[src/rtl/musa_defs.sv]
// ---------------------------------------------------------------------------
// musa_defs
//   Shared definitions for the call/return stack beside the register file.
//   - DATA_W_DEF / DEPTH_DEF : default entry width and stack depth
//   - stack_op_t             : operation decoded from {push, pop}
// ---------------------------------------------------------------------------
package musa_defs;

    localparam int DATA_W_DEF = 32;
    localparam int DEPTH_DEF  = 8;

    // Operation formed as {push, pop}.
    typedef enum logic [1:0] {
        NOP  = 2'b00,
        POP  = 2'b01,
        PUSH = 2'b10,
        XCHG = 2'b11
    } stack_op_t;

endpackage

[src/rtl/stack_ram.sv]
// ---------------------------------------------------------------------------
// stack_ram
//   DEPTH x DATA_W storage for call_stack. One synchronous write port and one
//   asynchronous read port. The owner computes all addresses. Contents are
//   not reset.
//   Ports:
//     clk    in  rising-edge clock
//     we     in  write enable
//     waddr  in  write address
//     wdata  in  write data
//     raddr  in  read address
//     rdata  out read data (combinational from raddr)
// ---------------------------------------------------------------------------
module stack_ram #(
    parameter int DATA_W = 32,
    parameter int DEPTH  = 8,
    parameter int ADDR_W = $clog2(DEPTH)
) (
    input  logic              clk,
    input  logic              we,
    input  logic [ADDR_W-1:0] waddr,
    input  logic [DATA_W-1:0] wdata,
    input  logic [ADDR_W-1:0] raddr,
    output logic [DATA_W-1:0] rdata
);

    logic [DATA_W-1:0] mem [DEPTH];

    always_ff @(posedge clk) begin
        if (we) begin
            mem[waddr] <= wdata;
        end
    end

    assign rdata = mem[raddr];

endmodule

[src/rtl/call_stack.sv]
// ---------------------------------------------------------------------------
// call_stack
//   Hardware LIFO answering the decode stage's push/pop requests. A push
//   stores a return word; a pop delivers the top word one cycle later.
//   Ports:
//     clk        in  rising-edge clock
//     rst        in  asynchronous, active-low reset
//     push/pop   in  requests sampled at posedge clk
//     push_data  in  word to push
//     err_clr    in  clears sticky overflow/underflow
//     pop_data   out popped word (registered, holds when pop_valid=0)
//     pop_valid  out one-cycle pulse per accepted pop
//     count      out occupancy 0..DEPTH
//     empty/full out decoded from count
//     overflow   out sticky: push while full
//     underflow  out sticky: pop while empty
//   Build option:
//     STACK_WRAP_EN : circular storage; push while full overwrites the oldest
//                     entry (overflow still flags it). Undefined: word dropped.
// ---------------------------------------------------------------------------
module call_stack
    import musa_defs::*;
#(
    parameter int DATA_W = DATA_W_DEF,
    parameter int DEPTH  = DEPTH_DEF,
    parameter int CNT_W  = $clog2(DEPTH + 1)
) (
    input  logic              clk,
    input  logic              rst,
    input  logic              push,
    input  logic              pop,
    input  logic [DATA_W-1:0] push_data,
    input  logic              err_clr,
    output logic [DATA_W-1:0] pop_data,
    output logic              pop_valid,
    output logic [CNT_W-1:0]  count,
    output logic              empty,
    output logic              full,
    output logic              overflow,
    output logic              underflow
);

    localparam int PTR_W = $clog2(DEPTH);

`ifdef STACK_WRAP_EN
    localparam bit WRAP = 1'b1;
`else
    localparam bit WRAP = 1'b0;
`endif

    // sp is kept modulo DEPTH (DEPTH is a power of two). Without wrap it only
    // reaches 0 again when count==DEPTH, where further pushes are dropped, so
    // the same pointer serves both modes.
    logic [PTR_W-1:0]  sp;
    logic [PTR_W-1:0]  top_addr;
    logic [PTR_W-1:0]  waddr;
    logic              we;
    logic [DATA_W-1:0] top_data;
    stack_op_t         op;

    assign op       = stack_op_t'({push, pop});
    assign empty    = (count == '0);
    assign full     = (count == CNT_W'(DEPTH));
    assign top_addr = sp - PTR_W'(1);

    // RAM write: a push goes to the free slot at sp; an exchange replaces the
    // current top in place. The read port always presents the current top,
    // so an exchange captures the old top before the write lands.
    always_comb begin
        we    = 1'b0;
        waddr = sp;
        case (op)
            PUSH: we = !full || WRAP;
            XCHG: begin
                we    = !empty;
                waddr = top_addr;
            end
            default: we = 1'b0;
        endcase
    end

    stack_ram #(
        .DATA_W (DATA_W),
        .DEPTH  (DEPTH),
        .ADDR_W (PTR_W)
    ) u_ram (
        .clk   (clk),
        .we    (we),
        .waddr (waddr),
        .wdata (push_data),
        .raddr (top_addr),
        .rdata (top_data)
    );

    always_ff @(posedge clk or negedge rst) begin
        if (!rst) begin
            sp        <= '0;
            count     <= '0;
            pop_data  <= '0;
            pop_valid <= 1'b0;
            overflow  <= 1'b0;
            underflow <= 1'b0;
        end else begin
            pop_valid <= 1'b0;
            // Clear first so a new error in the same cycle takes priority.
            if (err_clr) begin
                overflow  <= 1'b0;
                underflow <= 1'b0;
            end
            case (op)
                PUSH: begin
                    if (!full) begin
                        sp    <= sp + PTR_W'(1);
                        count <= count + CNT_W'(1);
                    end else begin
                        overflow <= 1'b1;
                        if (WRAP) begin
                            sp <= sp + PTR_W'(1);
                        end
                    end
                end
                POP: begin
                    if (!empty) begin
                        pop_data  <= top_data;
                        pop_valid <= 1'b1;
                        sp        <= top_addr;
                        count     <= count - CNT_W'(1);
                    end else begin
                        underflow <= 1'b1;
                    end
                end
                XCHG: begin
                    // Empty stack: the pushed word bypasses straight out.
                    pop_data  <= empty ? push_data : top_data;
                    pop_valid <= 1'b1;
                end
                default: ;
            endcase
        end
    end

endmodule
[config.mk]
export PLATFORM = sky130hd
export DESIGN_NAME = call_stack
export DESIGN_NICKNAME = d
export VERILOG_FILES = /design/src/rtl/musa_defs.sv /design/src/rtl/stack_ram.sv /design/src/rtl/call_stack.sv
export SDC_FILE = /design/constraint.sdc
export NUM_CORES = 1
export LEC_CHECK = 0
export CAP_MARGIN = 10
export CELL_PAD_IN_SITES_DETAIL_PLACEMENT = 2
export CELL_PAD_IN_SITES_GLOBAL_PLACEMENT = 2
export CORE_MARGIN = 3
export CORE_UTILIZATION = 31
export CTS_CLUSTER_DIAMETER = 40
export DETAILED_ROUTE_END_ITERATION = 10
export PLACE_DENSITY_LB_ADDON = 0.25
export SYNTH_ARGS = -nofsm -noshare
export SYNTH_HDL_FRONTEND = slang
export SYNTH_HIERARCHICAL = 1
export SYNTH_SLANG_ARGS = --single-unit
[constraint.sdc]
create_clock -name clk -period 3.5 [get_ports clk]
set_clock_uncertainty 0.1 [all_clocks]
set_input_delay 0.7 -clock clk [delete_from_list [all_inputs] [get_ports clk]]
set_output_delay 0.7 -clock clk [all_outputs]
set_load 0.1 [all_outputs]
==> results of run 1 <==
## timing repair
action | 4_1_cts | 5_1_grt
setup endpoints to repair | 0 | 0
endpoints found under the hold margin | 15 | 0
hold buffers | 1 | 0
## per-layer routing
layer,share of wire [%],GRT usage [%]
met1,45,22.46
met2,49,27.21
met3,4.1,2.797
met4,1.6,3.930
met5,0,0
## per-stage QoR
step | area (µm²) | setup WS [ns]
global placement | 13720 | 0.2633
floorplan | 12300 | -0.1633
finish | 15370 | 0.5958
global route | 15370 | 0.4264
CTS | 15370 | 0.5583
detailed placement | 13720 | 0.1187
## area by class of cell
type                            count  area, µm²
Multi-Input combinational cell    282       3282
Sequential cell                   298       8738
Fill cell                        3721      23550
Inverter                            9      36.28
Tap cell                          518      648.1
Clock inverter                     31      370.4
Clock buffer                       54       1265
Timing Repair Buffer              110       1026
## worst register-to-register path: cells and delay by family (launching register included)
kind | cells | cell delay [ns]
buffers and inverters | 3 | 0.57
and+or+nand+nor | 2 | 0.69
DFF | 1 | 0.38
xor gates and xnor gates | 1 | 0.67
## synth_stat cells, types with 7 or more instances
cell,instances,share of area (%)
sky130_fd_sc_hd__dfrtp_1,42,8.6
sky130_fd_sc_hd__nor2_1,8,0.24
sky130_fd_sc_hd__clkbuf_1,16,0.49
sky130_fd_sc_hd__a32oi_1,32,2.3
sky130_fd_sc_hd__edfxtp_1,256,63
sky130_fd_sc_hd__nand3b_1,35,2.1
sky130_fd_sc_hd__inv_1,7,0.21
sky130_fd_sc_hd__mux4_1,40,8.6
sky130_fd_sc_hd__buf_6,12,1.1
sky130_fd_sc_hd__nand3_1,64,2.6
sky130_fd_sc_hd__nand2_1,7,0.21
sky130_fd_sc_hd__mux2_2,33,3.0
sky130_fd_sc_hd__mux4_2,24,4.4
sky130_fd_sc_hd__buf_1,7,0.21
sky130_fd_sc_hd__buf_2,8,0.33
## power by group through the flow
stage | sequential (W) | combinational [W] | clock (W)
floorplan | 0.00649 | 0.00323 | 0
CTS | 0.00507 | 0.00650 | 0.00491
global placement | 0.00505 | 0.00633 | 0
global route | 0.00513 | 0.00680 | 0.00507
detailed placement | 0.00512 | 0.00646 | 0
finish | 0.00505 | 0.00638 | 0.00480
## worst paths after layout
path,start,to,slack [ns],cells after the start
worst max-delay path,count[1],full,0.60,4
worst min-delay path,pop_data[5],pop_data[5],0.43,2
worst max register to register,sp[0],u_ram/mem[3][6],0.76,6
worst min register to register,pop_data[5],pop_data[5],0.43,2
max in group asynchronous,rst,pop_data[0],1.88,3
min in group asynchronous,rst,count[1],0.56,2
## cells by family after synthesis
family | count (synthesis)
AOI/OAI and AO/OA | 41
xor gates and xnor gates | 9
adders and majority gates | 3
buffers and inverters | 55
DFF | 298
muxes | 100
and+or+nand+nor | 129
## sequential cells by signal, summed over array words and instances (netlist names)
signal	cells
count	4
u_ram/mem	256
sp	3
pop_data	32
underflow	1
pop_valid	1
overflow	1
==> results.md, run 1 <==
Drt:
- For this run, design rule violations remaining after detail routing come to 0.
- The final routed wirelength across all metal layers is 33940 µm.
- In the final routed layout, each cell accounts on average for 26.07 µm.
- The via count is 6721.
- The violation count after the first detailed-routing iteration is 430.
- After detailed routing, the number of vias per cell comes to 5.162.
- In this run the remaining antenna-violating nets after routing total 0.
- The number of optimization iterations in the first detailed-route pass is 4.

Layout:
- Relative to the synthesized area, the layout overhead comes to 25.02%.
- The count of antenna diodes in the layout is 0.
- Leaving out fill and tap cells, the most frequent cell in the layout is sky130_fd_sc_hd__edfxtp_1.
- The post-route non-filler standard cell count is 1302.
- The layout net count is 787.
- The ratio of cells with drive above 1 in the final layout is 28.57%.
- The utilization after layout is 39.48%.
- The library cells used most frequently in the layout, excluding fill and tap cells, are sky130_fd_sc_hd__edfxtp_1 (256), sky130_fd_sc_hd__nand3_1 (64), sky130_fd_sc_hd__buf_4 (64).

Synth:
- After synthesis the netlist holds a flip-flop and latch count of 298.
- Summing the areas of all xor and xnor instances in the mapped netlist gives 0.6414% of the synthesized area.
- The number of different library cells in the post-synthesis netlist is 37.
- The portion of the post-synthesis area used by sequential elements is 71.10%.
- The synthesized netlist occupies a cell area of 12290 µm².
- The average footprint of a synthesized cell is 19.36 µm².
- The async set-reset flop share out of synthesis is 14.09%.
- The net count after synthesis is 675.
- Multiplexer cells account for 16.22% of the synthesized area.
- The most used flip-flop cell after synthesis is sky130_fd_sc_hd__edfxtp_1.
- The number of instances in the synthesized netlist is 635.
- The synthesized-area fraction occupied by and/or/nand/nor cells is 6.027%.
- The arithmetic-cell share of the synthesized area counting full adders, half adders and majority gates is 0.3054%.
- The yosys synthesis warning count is 6.
- The main combinational cell family by area after synthesis is multiplexers.
- The synthesized design contains 256 enable-type register cells.
- The synthesized netlist devotes 2.810% of its cell area to compound gates.

STA:
- The setup TNS after final layout is 0 ns.
- Setup violations remaining at the end of the flow were counted as 0.
- Setup repair after global routing left no endpoint under its margin.
- The final cycle utilization of the critical path is 82.98%.
- The shortest period the worst path allows is 2.904 ns.
- The max-slew violation total from the final report came to 0.
- The final hold violation count was 0.
- Derived from the worst setup path, the maximum achievable clock frequency is 344.3 MHz.
- The slew at the pin closest to its max-slew limit is 0.7234 ns.
- On the final layout, the worst hold slack is 0.4332 ns.
- The worst max-slew margin expressed relative to the limit is 51.43%.

Power and ir drop:
- The internal power contribution is 0.01004 W.
- The net load switching power is 0.006202 W.
- The clock network burns 29.6% of the power.
- The largest voltage drop on the vdd net is 0.4562 mV.
- The combinational share of power is 39.3%.
- Power spread over the standard cell area amounts to 1057 nW/µm².
- The design draws 0.01624 W.
- In this run the static leakage power is 5.319 nW.
- In this run, flip-flops and latches consume 31.1% of the power.
- The share of total power consumed by net switching is 38.19%.

Floorplan:
- Once the floorplan was initialized, standard cells occupied 31.58% of the core.
- The die boundary height is 205.1 µm.
- The width of the die is 205.1 µm.
- The die covers 42070 µm².
- 78 I/O pins were placed.
- After floorplanning, the core was sized to cover 38920 µm².
- In this run the core area contains 72 standard-cell rows.

Clock tree:
- Counting along the longest clock path gives a buffer depth of 3.
- The number of gates resized after CTS was 0.
- The clock latency on the worst-skew pair is 0.54 ns.
- The cell sitting at the root of the clock tree is a sky130_fd_sc_hd__clkbuf_16.
- After clock tree synthesis, the clock-pin slew on the worst setup and hold paths is 0.05 ns.
- CTS saw 298 sinks.
- The count of H-tree levels built during CTS is 2.
- The number of CTS-inserted buffers is 46.
- Once the clock tree was built, the setup fixing pass inserted 0 buffers.
- The CTS tree is done.

Global routing:
- The number of global-route vias before repair is 7515.
- Global routing used 16.35% of the available tracks.
- The wire length of the first global-routing pass is 51120 µm.
- The final global-route overflow total is 0.
- The largest net degree at the start of global routing is 67.
- The initial antenna violation count is 2.

Critical path:
- In this design, the stage delay of the slowest critical-path cell is 0.51 ns.
- The highest-delay cell along the critical path is sky130_fd_sc_hd__nor3_1.
- The number of buffers and inverters on the critical path is 2.
- For the worst setup path, the data required time is 2.70 ns.
- The worst setup path is launched from a flop.
- The worst setup path is of the reg -> out kind.
- The cell family contributing the most delay on the critical path is simple AND/OR/NAND/NOR gates.
- Along the worst path, the maximum fanout reaches 10.
- The critical path data arrival time is 2.10 ns.
- The worst setup path is captured at a primary output.
- Traced cell by cell, the critical path runs through nor3_1, nand2_1, inv_1, buf_4.

Min path:
- In this run the worst hold path is classified as reg -> reg.

Run status:
- The flow ran to the end, and the final reports show no timing, DRC or antenna violations.

Job:
- The max-cap violation count is 0.

Placed design:
- Routability-driven placement finished with a final weighted congestion of 0.7186.
- The count of input and output buffers is 77.
- Including well taps, the total number of placed cells is 1216.
- Detailed placement ended at an HPWL of 21140 µm.
No activity file was read; power rests on OpenSTA's default activity.
==> run 2: changes to the inputs <==
==> constraint.sdc (replaced) <==
create_clock -name clk -period 2.5 [get_ports clk]
set_clock_uncertainty 0.1 [all_clocks]
set_input_delay 0.5 -clock clk [delete_from_list [all_inputs] [get_ports clk]]
set_output_delay 0.5 -clock clk [all_outputs]
set_load 0.1 [all_outputs]
==> run 2 against run 1 <==
  * Global-route usage decreased by 0.11 points
  * Final area rose by 0.48%
  * Core utilization rose by 0.19 points
  * Die area stayed put
  * Flip-flop and latch count stayed put
  * Non-clock buffer count increased by 11
  * Critical path depth decreased by 1
  * Sequential power grew 40%
  * Largest cell class unchanged
  * Worst hold slack got worse by 0.12 ns
==> results.md, run 2 (same netlist as run 1, synthesis figures left out) <==
Power and ir drop:
- The portion of total power attributed to the clock network came to 26.6% (was 29.6%).
- The power density over cell area is 1449 nW/µm² (was 1057 nW/µm²).
- The leakage power was 5.343 nW (was 5.319 nW).
- The combinational share of power was 41.8% (was 39.3%).
- The sequential share of power is 31.6% (was 31.1%).
- The share of total power consumed by net switching is 38.41% (was 38.19%).
- The power after layout is 0.02237 W (was 0.01624 W).
- The net load switching power was 0.008593 W (was 0.006202 W).
- The largest voltage drop on the vdd net is 0.6253 mV (was 0.4562 mV).
- The internal power contribution came to 0.01378 W (was 0.01004 W).

Layout:
- The post-route non-filler standard cell count was 1305 (was 1302).
- The area growth from synthesis to layout is 25.62% (was 25.02%).
- The layout net count is 794 (was 787).
- The ratio of cells with drive above 1 in the final layout came to 30.75% (was 28.57%).
- The count of fill cells added during filler insertion is 3720 (was 3721).
- The count of antenna diodes in the layout came to 0 (unchanged).
- The register with the most flip-flops was u_ram/mem (unchanged).
- Most frequent cells in the layout: sky130_fd_sc_hd__edfxtp_1 (256), sky130_fd_sc_hd__buf_4 (65), sky130_fd_sc_hd__nand3_1 (64) (was sky130_fd_sc_hd__edfxtp_1 (256), sky130_fd_sc_hd__nand3_1 (64), sky130_fd_sc_hd__buf_4 (64)).
- The most frequent standard cell in the layout excluding fill and tap cells is sky130_fd_sc_hd__edfxtp_1 (unchanged).
- The flip-flop count of the largest register, all copies and words added is 256 (unchanged).
- Top flop regs: u_ram/mem x256, pop_data x32, count x4 (unchanged).

Drt:
- The final routed wirelength across all metal layers is 33490 µm (was 33940 µm).
- The via count was 6740 (was 6721).
- The count of nets left with antenna violations after detail routing was 0 (unchanged).
- The number of optimization iterations in the first detailed-route pass is 4 (unchanged).
- The final routed DRC violation total is 0 (unchanged).
- The violation count after the first detailed-routing iteration came to 452 (was 430).
- The via-per-instance ratio is 5.165 (was 5.162).
- The average routed wire per standard cell is 25.66 µm (was 26.07 µm).

Job:
- The max-cap violation count is 0 (unchanged).

STA:
- The smallest clock period supported by the final layout is computed as 2.453 ns.
- The final setup slack of the worst path was 0.04711 ns (was 0.5958 ns).
- Unrepaired setup endpoints after global routing: yes (was no).
- For this run, the top clock speed supported by timing is 407.7 MHz.
- The number of failing setup endpoints in the final timing report is 0 (unchanged).
- The worst max-slew margin expressed relative to the limit is 50.74% (was 51.43%).
- The worst path uses 98.12% of the clock period.
- The final hold violation count was 0 (unchanged).
- The slew at the pin closest to its max-slew limit is 0.7389 ns (was 0.7234 ns).
- The max-slew violation total from the final report was 0 (unchanged).

Clock tree:
- The clock sink total is 298 (unchanged).
- The buffer type at the clock tree root is sky130_fd_sc_hd__clkbuf_16 (unchanged).
- The clock latency on the worst-skew pair is 0.53 ns (was 0.54 ns).
- The CTS tree is done (unchanged).
- The number of CTS-inserted buffers is 42 (was 46).
- The count of H-tree levels built during CTS is 2 (unchanged).
- The clock transition time at the flip-flop clock pins of the worst setup and hold paths came to 0.05 ns (about the same).
- The maximum clock path buffer count is 3 (unchanged).

Placed design:
- The cell count after placement is 1221 (was 1216).
- The weighted congestion reported at the end of routability-driven placement is 0.6907 (was 0.7186).
- The count of input and output buffers is 77 (unchanged).
- The placed wire-length estimate after detailed placement is 19180 µm (was 21140 µm).
- The worst slack at placement is 0.01695 ns (was 0.1187 ns).

Global routing:
- The largest net degree at the start of global routing is 56 (was 67).
- The wire length of the first global-routing pass is 50710 µm (was 51120 µm).
- The final global-route overflow total is 0 (unchanged).
- The number of global-route vias before repair was 7605 (was 7515).
- The overall global routing resource usage is 16.24% (was 16.35%).
- The initial antenna violation count came to 0 (was 2).

Min path:
- The cell count of the worst hold path is 3 (was 2).
- The worst min-delay path category is in -> reg (was reg -> reg).

Run status:
- Status: complete, no violations (unchanged).

Critical path:
- The worst-case reg-to-reg path depth was 8 (was 6).
- The type of destination of the critical path was a primary output (unchanged).
- The startpoint type of the worst setup path is a flop (unchanged).
- The maximum fanout along the worst path is 4 (was 10).
- The required time of the worst setup path is 1.90 ns (was 2.70 ns).
- The critical path data arrival time is 1.85 ns (was 2.10 ns).
- The reg2reg setup slack was 0.14 ns (was 0.76 ns).
- The classification of the worst setup path is reg -> out (unchanged).

Floorplan:
- The boundary pin count is 78 (unchanged).
- The die outline area is 42070 µm² (unchanged).
- The starting density of the core was 31.58% (unchanged).
- The standard-cell row count was 72 (unchanged).
- The width of the die was 205.1 µm (unchanged).
- The die boundary height is 205.1 µm (unchanged).
- The total core area is 38920 µm² (unchanged).
[run 2: cell types whose count changed in the layout (fill, tap and decap cells not counted), sizes merged]
cell / before / now
buf: 74 / 86
bufinv: 6 / 4
clkbuf: 54 / 51
clkdlybuf4s50: 35 / 33
clkinv: 12 / 14
clkinvlp: 7 / 5
inv: 15 / 13
[run 2: final timing paths]
kind	from	endpoint
worst max-delay path	count[1]	empty
worst min-delay path	pop	overflow
worst max register to register	sp[1]	u_ram/mem[0][6]
worst min register to register	overflow	overflow
max in group asynchronous	rst	count[2]
min in group asynchronous	rst	pop_data[17]
[run 2: per-layer routing]
metal  global-route usage, %  share of wire, %  vias to the layer above  wire length, µm
met5                       0                 0                        -                0
met4                   4.418               2.0                        0              685
met3                   2.590               3.5                       42             1175
met2                   28.06                51                      132            17160
met1                   21.29                43                     3669            14470
li1                        -                 -                     2897                -
[run 2: layout make-up]
| type | instances | area (µm²) | share of cell area, % |
|---|---|---|---|
| Clock inverter | 27 | 311.5 | 2.018 |
| Timing Repair Buffer | 121 | 1229 | 7.958 |
| Multi-Input combinational cell | 282 | 3334 | 21.60 |
| Inverter | 9 | 41.29 | 0.2674 |
| Clock buffer | 50 | 1122 | 7.269 |
| Tap cell | 518 | 648.1 | 4.198 |
| Sequential cell | 298 | 8753 | 56.69 |
[run 2: what timing repair did]
item	CTS	global route
cloned	0	1
setup buffers	5	0
endpoints found under the setup margin	2	68
hold buffers	1	0
hold endpoints to repair	18	0
resized for setup	1	2
pin swaps	1	1
[run 2: power by group through the flow]
stage	registers (W)	clock network, W	logic, W
global placement	0.00709	0	0.00918
global route	0.00716	0.00636	0.00992
CTS	0.00707	0.00614	0.00950
floorplan	0.00908	0	0.00467
finish	0.00706	0.00596	0.00935
detailed placement	0.00718	0	0.00936
[run 2: through the flow]
step | instance area (µm²) | utilization [%] | setup TNS, ns | hold slack, ns
4_1_cts | 15410 | 39.59 | 0 | 0.2746
3_5_place_dp | 13920 | 35.77 | 0 | 0.4308
6_report | 15440 | 39.67 | 0 | 0.3170
2_1_floorplan | 12440 | - | -11.67 | 0.1044
3_3_place_gp | 13920 | 35.77 | 0 | 0.4093
5_1_grt | 15440 | 39.67 | -0.01570 | 0.3527
[run 2: critical path: stages, from the launching register on]
cell,delay [ns]
sky130_fd_sc_hd__dfrtp_4,0.49
sky130_fd_sc_hd__or4_4,0.58
sky130_fd_sc_hd__clkinv_4,0.09
sky130_fd_sc_hd__buf_12,0.17
==> run 3: changes to the inputs <==
--- a/config.mk
+++ b/config.mk
@@ -13,6 +13,7 @@
 export CTS_CLUSTER_DIAMETER = 40
 export DETAILED_ROUTE_END_ITERATION = 10
 export PLACE_DENSITY_LB_ADDON = 0.25
+export SLEW_MARGIN = 20
 export SYNTH_ARGS = -nofsm -noshare
 export SYNTH_HDL_FRONTEND = slang
 export SYNTH_HIERARCHICAL = 1
==> results of run 3 <==
Same layout as run 2: the final DEF is identical, and so are final timing and power.
==> variant: new RTL, config.mk and constraints of run 2 <==
`DATA_W_DEF`: 32 -> 16.
--- a/src/rtl/musa_defs.sv
+++ b/src/rtl/musa_defs.sv
@@ -6,7 +6,7 @@
 // ---------------------------------------------------------------------------
 package musa_defs;
 
-    localparam int DATA_W_DEF = 32;
+    localparam int DATA_W_DEF = 16;
     localparam int DEPTH_DEF  = 8;
 
     // Operation formed as {push, pop}.
Ports: changed (resized pop_data and push_data); port bits go from 78 to 46. The function was not compared with the original's and may differ.
==> variant against run 2 <==
- setup slack improved by 0.087 ns
- sequential cell count fell by 144
- power shrank 48%
- sequential power decreased by 48%
- synthesized area down 47%
- wire length decreased by 49%
- count of clock-buffer cells in the layout decreased by 28
- final area is 46% lower
==> variant: results (changes against run 2) <==
- The run finished with clean final reports.
- The ratio of cells with drive above 1 in the final layout is 31.44% (+0.69 points).
- Compared with the post-synthesis result, the final layout area differs by 26.97%.
- The overall routing resource usage was 15.98% (-0.26 points).
- The commonest cells after synthesis are sky130_fd_sc_hd__edfxtp_1 (128), sky130_fd_sc_hd__nand3_1 (32), sky130_fd_sc_hd__mux4_1 (28), sky130_fd_sc_hd__dfrtp_1 (26), sky130_fd_sc_hd__nand3b_1 (19).
- The ratio of routed vias to standard cells is 5.080 (-1.6%).
- The unique cell type count in the Yosys netlist is 38 (+2.7%).
- The number of input and output port buffers inserted was 45 (-42%).
- The buffer count from post-CTS setup fixing came to 0 (-5).
- The net switching power was 0.004515 W (-47%).
- The layout net count was 469 (-41%).
- The clock latency on the worst-skew pair came to 0.42 ns (-0.11 ns).
- The delay of the slowest cell on the worst path was 0.62 ns (+0.04 ns).
- The largest buffer count on any clock path is 2 (-1).
- The worst-path maximum fanout is 10 (+6).
- The routability-driven placement congestion ratio is 0.7823 (+13%).
- In the final layout, the registers with the most flip-flops are u_ram/mem: 128 flops, pop_data: 16 flops, count: 4 flops.
- The endpoint arrival time on the critical path is 1.77 ns (-0.08 ns).
- The initial antenna violation count is 1 (+1).
- In this run the critical register-to-register path is captured at pop_data[12].
- The number of levels in the clock H-tree came to 4 (+2).
- The share of flip-flops with an asynchronous set or reset after synthesis is 16.88% (+2.8 points).
- Setup slack on the worst reg-to-reg path comes out at 0.13 ns.
- The smallest hold slack is 0.4050 ns (+0.08791 ns).
- The maximum number of pins on one net before global-route repair is 35 (-38%).
- The number of clock buffers inserted by TritonCTS is 17 (-60%).
- The net count after synthesis was 381 (-44%).
- The clock network fraction of total power came to 22.6% (-4.0 points).
- The worst vdd rail ir drop is 0.0007900 V (+26%).
- The first-pass GRT wire length was 26130 µm (-48%).
- The startpoint identified for the worst register-to-register timing path is sp[0].
- In the post-synthesis netlist, the biggest area contributors are sky130_fd_sc_hd__edfxtp_1 (59%), sky130_fd_sc_hd__mux4_1 (11%), sky130_fd_sc_hd__dfrtp_1 (10%).
- The number of DRC violations after detailed-routing iteration 0 is 206 (-54%).
- The headroom to the max-slew limit is 70.13% (+19 points).
- The placed wire-length estimate is 11280 µm (-41%).
- The sequential element share of the synthesized area is 68.80% (-2.3 points).
- The cell with the largest stage delay on the worst path is sky130_fd_sc_hd__or4_4.
- The tightest min-delay check is of the primary input to async pin type.
- The total length of routed wires is 17000 µm (-49%).
[variant: stage by stage]
step | instance area [µm²] | instances | setup WS (ns)
2_1_floorplan | 6646 | 357 | 0.03881
3_3_place_gp | 7704 | 696 | -0.07880
3_5_place_dp | 7704 | 696 | -0.2053
4_1_cts | 8290 | 728 | 0.04598
5_1_grt | 8294 | 728 | 0.01132
6_report | 8294 | 728 | 0.1340
[variant: final cells by class]
class / instances / area [µm²]
tap: 270 / 337.8
multi-input combinational: 170 / 1938
inverter: 9 / 42.54
clock buffer: 22 / 444.2
fill: 1965 / 12200
sequential: 154 / 4499
timing repair buffer: 93 / 889.6
clock inverter: 10 / 142.6
[variant: routing by layer]
| layer | global-route usage (%) | share of wire, % | vias up |
|---|---|---|---|
| li1 | - | - | 1637 |
| met1 | 21.40 | 45 | 1980 |
| met2 | 26.55 | 51 | 68 |
| met3 | 3.351 | 3.2 | 13 |
| met4 | 4.306 | 1.2 | 0 |
| met5 | 0 | 0 | - |
[variant: power by group through the flow]
stage | sequential, W | clock [W] | combinational (W)
finish | 0.00369 | 0.00261 | 0.00523
global route | 0.00375 | 0.00277 | 0.00559
CTS | 0.00369 | 0.00267 | 0.00532
detailed placement | 0.00374 | 0 | 0.00530
global placement | 0.00369 | 0 | 0.00516
floorplan | 0.00481 | 0 | 0.00256
[variant: cells by family (layout without fill, tap and decap cells)]
| group | count (synthesis) | after routing | share of synthesized area [%] |
|---|---|---|---|
| muxes | 52 | 52 | 16.03 |
| xor gates and xnor gates | 9 | 9 | 1.207 |
| AOI/OAI and AO/OA | 25 | 25 | 3.218 |
| and+or+nand+nor | 81 | 81 | 7.049 |
| buffers and inverters | 33 | 134 | 3.122 |
| adders and majority gates | 3 | 3 | 0.5747 |
| DFF | 154 | 154 | 68.80 |
[variant: worst max path at each step]
| stage | endpoint | slack, ns | cells past startpoint |
|---|---|---|---|
| finish | empty | 0.13 | 3 |
| global route | pop_data[1] | 0.01 | 8 |
| CTS | pop_data[12] | 0.05 | 8 |
| detailed placement | u_ram/mem[3][11] | -0.21 | 7 |
| global placement | u_ram/mem[2][11] | -0.08 | 7 |
| floorplan | u_ram/mem[4][0] | 0.04 | 8 |
[variant: repair_timing]
| action | 4_1_cts | 5_1_grt |
|---|---|---|
| gates resized for setup | 0 | 1 |
| setup endpoints to repair | 0 | 7 |
| hold endpoints to repair | 0 | 0 |
| hold buffers | 0 | 0 |
